### config.mk
export PLATFORM = sky130hd
export DESIGN_NAME = sram_dp_ctrl
export DESIGN_NICKNAME = d
export VERILOG_FILES = /design/src/rtl/sram_dp_ctrl.sv
export SDC_FILE = /design/constraint.sdc
export NUM_CORES = 1
export LEC_CHECK = 0
export ABC_AREA = 1
export CAP_MARGIN = 40
export CORE_UTILIZATION = 45
export DETAILED_ROUTE_END_ITERATION = 16
export PLACE_DENSITY = 0.76
export SYNTH_ARGS = -nofsm -noshare
export SYNTH_HDL_FRONTEND = slang
export SYNTH_SLANG_ARGS = --single-unit
export TNS_END_PERCENT = 5
### constraint.sdc
create_clock -name clk -period 4.2 [get_ports clk]
set_clock_uncertainty 0.2 [all_clocks]
set_input_delay 0.84 -clock clk [delete_from_list [all_inputs] [get_ports clk]]
set_output_delay 0.84 -clock clk [all_outputs]
set_load 0.05 [all_outputs]
### src/rtl/sram_dp_ctrl.sv
// sram_dp_ctrl: valid/ready front end for a 2048x16 dual-port SRAM macro with credit-based read response buffering
module sram_dp_ctrl #(
  parameter int ADDR_WIDTH = 11,
  parameter int DATA_WIDTH = 16,
  parameter int RSP_DEPTH  = 4
) (
  input  logic                               clk,
  input  logic                               reset,
  input  logic                               wr_valid,
  output logic                               wr_ready,
  input  logic [ADDR_WIDTH-1:0]              wr_addr,
  input  logic [DATA_WIDTH-1:0]              wr_data,
  input  logic                               rd_req_valid,
  output logic                               rd_req_ready,
  input  logic [ADDR_WIDTH-1:0]              rd_req_addr,
  output logic                               rd_rsp_valid,
  input  logic                               rd_rsp_ready,
  output logic [DATA_WIDTH-1:0]              rd_rsp_data,
  output logic [$clog2(RSP_DEPTH+1)-1:0]     rd_outstanding,
  output logic                               sram_cen_a,
  output logic                               sram_rdwen_a,
  output logic [ADDR_WIDTH-1:0]              sram_a_a,
  output logic [DATA_WIDTH-1:0]              sram_d_a,
  output logic                               sram_cen_b,
  output logic                               sram_rdwen_b,
  output logic [ADDR_WIDTH-1:0]              sram_a_b,
  output logic [DATA_WIDTH-1:0]              sram_d_b,
  input  logic [DATA_WIDTH-1:0]              sram_q_b
);
  localparam int CW = $clog2(RSP_DEPTH + 1);
  localparam int PW = (RSP_DEPTH > 1) ? $clog2(RSP_DEPTH) : 1;
  localparam logic [CW-1:0] DEPTH_C = CW'(RSP_DEPTH);
  localparam logic [PW-1:0] LAST_C = PW'(RSP_DEPTH - 1);

  logic                  wr_hs, rd_hs, rsp_hs, push;
  logic                  cen_a_q, cen_a_d, cen_b_q, cen_b_d;
  logic [ADDR_WIDTH-1:0] a_a_q, a_a_d, a_b_q, a_b_d;
  logic [DATA_WIDTH-1:0] d_a_q, d_a_d;
  logic                  s1_q, s1_d, s2_q, s2_d;
  logic [CW-1:0]         cred_q, cred_d, fcnt_q, fcnt_d;
  logic [PW-1:0]         wptr_q, wptr_d, rptr_q, rptr_d;
  logic [DATA_WIDTH-1:0] fifo_q [RSP_DEPTH];
  logic [DATA_WIDTH-1:0] fifo_d [RSP_DEPTH];

  assign wr_ready       = ~reset;
  assign rd_req_ready   = ~reset & (cred_q < DEPTH_C);
  assign rd_rsp_valid   = ~reset & (fcnt_q != '0);
  assign rd_rsp_data    = rd_rsp_valid ? fifo_q[rptr_q] : '0;
  assign rd_outstanding = reset ? '0 : cred_q;

  assign wr_hs  = wr_valid & wr_ready;
  assign rd_hs  = rd_req_valid & rd_req_ready;
  assign rsp_hs = rd_rsp_valid & rd_rsp_ready;
  assign push   = s2_q;

  // chip enables are forced off during reset so a write or read already on the pins is suppressed
  assign sram_cen_a   = cen_a_q | reset;
  assign sram_rdwen_a = 1'b0;
  assign sram_a_a     = a_a_q;
  assign sram_d_a     = d_a_q;
  assign sram_cen_b   = cen_b_q | reset;
  assign sram_rdwen_b = 1'b1;
  assign sram_a_b     = a_b_q;
  assign sram_d_b     = '0;

  // next state for pin registers, read pipeline, credit counter and response FIFO
  always_comb begin
    cen_a_d = ~wr_hs;
    a_a_d   = wr_hs ? wr_addr : a_a_q;
    d_a_d   = wr_hs ? wr_data : d_a_q;
    cen_b_d = ~rd_hs;
    a_b_d   = rd_hs ? rd_req_addr : a_b_q;
    s1_d    = rd_hs;
    s2_d    = s1_q;
    cred_d  = (rd_hs && !rsp_hs) ? cred_q + 1'b1 : (!rd_hs && rsp_hs) ? cred_q - 1'b1 : cred_q;
    fcnt_d  = (push && !rsp_hs) ? fcnt_q + 1'b1 : (!push && rsp_hs) ? fcnt_q - 1'b1 : fcnt_q;
    wptr_d  = push ? ((wptr_q == LAST_C) ? '0 : wptr_q + 1'b1) : wptr_q;
    rptr_d  = rsp_hs ? ((rptr_q == LAST_C) ? '0 : rptr_q + 1'b1) : rptr_q;
    fifo_d  = fifo_q;
    if (push) fifo_d[wptr_q] = sram_q_b;
  end

  // control and pin state with synchronous reset; reset discards in-flight reads and buffered data
  always_ff @(posedge clk) begin
    if (reset) begin
      cen_a_q <= 1'b1;
      a_a_q   <= '0;
      d_a_q   <= '0;
      cen_b_q <= 1'b1;
      a_b_q   <= '0;
      s1_q    <= 1'b0;
      s2_q    <= 1'b0;
      cred_q  <= '0;
      fcnt_q  <= '0;
      wptr_q  <= '0;
      rptr_q  <= '0;
    end else begin
      cen_a_q <= cen_a_d;
      a_a_q   <= a_a_d;
      d_a_q   <= d_a_d;
      cen_b_q <= cen_b_d;
      a_b_q   <= a_b_d;
      s1_q    <= s1_d;
      s2_q    <= s2_d;
      cred_q  <= cred_d;
      fcnt_q  <= fcnt_d;
      wptr_q  <= wptr_d;
      rptr_q  <= rptr_d;
    end
  end

  // response storage needs no reset; validity comes from the FIFO count
  always_ff @(posedge clk) begin
    fifo_q <= fifo_d;
  end

  assert property (@(posedge clk) disable iff (reset)
    cred_q <= DEPTH_C && !(push && !rsp_hs && fcnt_q == DEPTH_C));
endmodule

==> results of run 1 <==
[report_power, final]
group,switching [mW],leakage (nW),internal (mW)
clock network,0.520,0.253,0.786
registers,0.0385,1.01,1.25
logic,0.444,1.39,0.260
[Yosys cell counts, drive strengths merged]
| cell type | n | area share [%] |
|---|---|---|
| fa | 2 | 0.84 |
| nand3 | 14 | 1.5 |
| clkbuf | 2 | 0.18 |
| nor2 | 79 | 6.6 |
| or2 | 3 | 0.39 |
| ha | 7 | 1.8 |
| nand2 | 40 | 3.2 |
| dfxtp | 52 | 22 |
| xor2 | 1 | 0.18 |
| inv | 49 | 4.0 |
| o21ai | 63 | 6.8 |
| buf | 41 | 6.7 |
| edfxtp | 64 | 40 |
| conb | 2 | 0.16 |
| a21oi | 50 | 5.5 |
| nor3 | 1 | 0.10 |
[per-stage QoR]
step	cell area [sq um]	hold slack, ps	power [mW]	util (%)	setup slack (ps)
6_report	6623	221.9	3.302	64.15	458.7
5_1_grt	6623	228.8	3.424	64.15	393.7
4_1_cts	6623	221.4	3.325	64.15	448.3
3_5_place_dp	6075	204.9	2.017	58.84	458.3
3_3_place_gp	6075	200.5	1.999	58.84	443.0
2_1_floorplan	4835	188.3	1.757	-	1092
[metal layers]
metal,part of all wire [%],track usage (%)
met1,42,22.30
met2,50,34.58
met3,8.2,8.671
met4,0.70,6.841
met5,0,0
[cell type report]
class	count	share of cell area (%)
well taps	136	2.569
clock buffers	17	6.254
inverters	49	2.853
clock inverters	15	2.022
repair buffers	124	21.12
multi-input cells	278	20.44
flip-flops and latches	116	44.74
[logic make-up (layout without fill, tap and decap cells)]
family                     after synthesis  in the layout  share of synthesized area [%]
and+or+nand+nor                        137            137                          11.77
other                                    2             18                         0.1573
adders and majority gates                9              9                          2.673
DFF                                    116            116                          62.05
buffers and inverters                   92            205                          10.85
xor gates and xnor gates                 1              1                         0.1835
AOI/OAI and AO/OA                      113            113                          12.32
[flip-flops by register name, summed over array words and instances, names as in the netlist]
name / count
cred_q: 3
s1_q: 1
sram_d_a: 16
wptr_q: 2
cen_b_q: 1
sram_a_b: 11
cen_a_q: 1
fcnt_q: 3
push: 1
fifo_q: 64
rptr_q: 2
sram_a_a: 11
[path summary, 6_finish.rpt]
path | endpoint | start | slack, ps
min | push$_SDFF_PP0_ | s1_q$_SDFF_PP0_ | 220
max reg2reg | cred_q[2]$_SDFFE_PP0P_ | cred_q[2]$_SDFFE_PP0P_ | 1830
max | sram_cen_a | reset | 460
min reg2reg | push$_SDFF_PP0_ | s1_q$_SDFF_PP0_ | 220
[critical path: stages]
cell             delay, ps
clkdlybuf4s50_1        840
or2_2                  220
clkdlybuf4s50_1        790
==> results.py, run 1 <==
metrics = {
    "placed_design": {
        "portBuffers": 120,
        "place_inst": 703,
        "dp_hpwl_microns": 6648,
        "gp_congestion": 0.7168,
    },
    "setup_path": {
        "reg2regPathDepth": 11,
        "path_class": "input pin to output pin",
        "worstPathRequired_ps": 3160,
        "critPathMaxFanout": 10,
        "endpoint_kind": "output pin",
        "cp.arrival_ps": 2700,
        "cp-start-kind": "input pin",
    },
    "floorplan": {
        "die-area_sq_mm": 0.01103,
        "die_x_microns": 105.0,
        "start_util_pct": 46.25,
        "dieHeight_microns": 105.0,
        "core-area_sq_mm": 0.01032,
        "rows": 37,
        "num_io_pins": 139,
    },
    "clocking": {
        "cts_root_buffer": "clkbuf_8",
        "cts_tree": "yes",
        "post-cts-setup-buffers": 0,
        "holdBufCountCts": 0,
        "worstSkewPairLatency_ps": 490,
        "cts_buffer_depth": 2,
        "postCtsResizedCells": 0,
        "clkSinkCount": 116,
        "cts_inserted_buffers": 17,
        "path_clk_slew_ps": 60,
        "htreeDepth": 4,
    },
    "timing": {
        "drv_slew": 0,
        "worst_slew_pin_slew_ps": 764.2,
        "finalSetupTns_ps": 0,
        "rsz0062_at_grt": "no",
        "fmax_mhz": 267.3,
        "hold_violations": 0,
        "min_period_over_period_pct": 89.08,
        "min_period_ps": 3741,
        "finalSetupViolCount": 0,
        "relSlewSlack_pct": 49.00,
    },
    "logic_synthesis": {
        "yosysWarningCount": 0,
        "synth-seq-cells": 116,
        "yosysUniqueCellTypes": 26,
        "postSynthAreaPerCell_sq_um": 10.16,
        "ys_seq_area_share_pct": 62.05,
        "mappedNetlistArea_sq_mm": 0.004775,
        "synthCells": 470,
    },
    "global_routing": {
        "grtUsageTotal_pct": 20.14,
        "grt_pass1_wl_microns": 17150,
        "antenna_found_initial": 0,
        "grt_max_degree": 56,
        "grt.overflow.total": 0,
        "first_global_vias": 3589,
    },
    "final_layout": {
        "layout.area.seq_sq_mm": 0.002963,
        "instances_no_fill": 735,
        "layout_common_cells": "clkdlybuf4s50_1, nor2_1, edfxtp_1",
        "drive_above_1_share_pct": 11.69,
        "area_delta_synth_final_pct": 38.71,
        "fillCellCount": 792,
        "final_common_cell": "clkdlybuf4s50_1",
        "multi_input_area_sq_mm": 0.001354,
        "layout.nets": 654,
        "diodes": 0,
    },
    "worst_hold_path": {
        "hold_class": "flip-flop to flip-flop",
        "whs_path_depth": 2,
    },
    "route": {
        "via_count": 3539,
        "antenna_left": 0,
        "drc_errors": 0,
        "via_per_inst": 4.815,
        "initialDrtViolationCount": 137,
        "wirelength_microns": 10490,
        "drtPass1Iterations": 4,
        "wl_per_cell_microns": 14.28,
    },
    "outcome": {
        "status": "finished clean",
    },
    "job": {
        "cap_violations": 0,
    },
    "pwr": {
        "total_leakage_power_nw": 2.649,
        "ir_drop_uv": 244.8,
        "powerDensity_mw_per_mm2": 498.6,
    },
}
Power figures use the tool's default switching activity.
==> inputs of run 2 (changes only) <==
--- a/config.mk
+++ b/config.mk
@@ -6,10 +6,12 @@
 export NUM_CORES = 1
 export LEC_CHECK = 0
 export ABC_AREA = 1
+export ABC_CLOCK_PERIOD_IN_PS = 4200
 export CAP_MARGIN = 40
 export CORE_UTILIZATION = 45
 export DETAILED_ROUTE_END_ITERATION = 16
 export PLACE_DENSITY = 0.76
+export SKIP_CTS_REPAIR_TIMING = 1
 export SYNTH_ARGS = -nofsm -noshare
 export SYNTH_HDL_FRONTEND = slang
 export SYNTH_SLANG_ARGS = --single-unit
==> results of run 2 <==
Same layout as run 1: the final DEF is identical, and so are final timing and power.
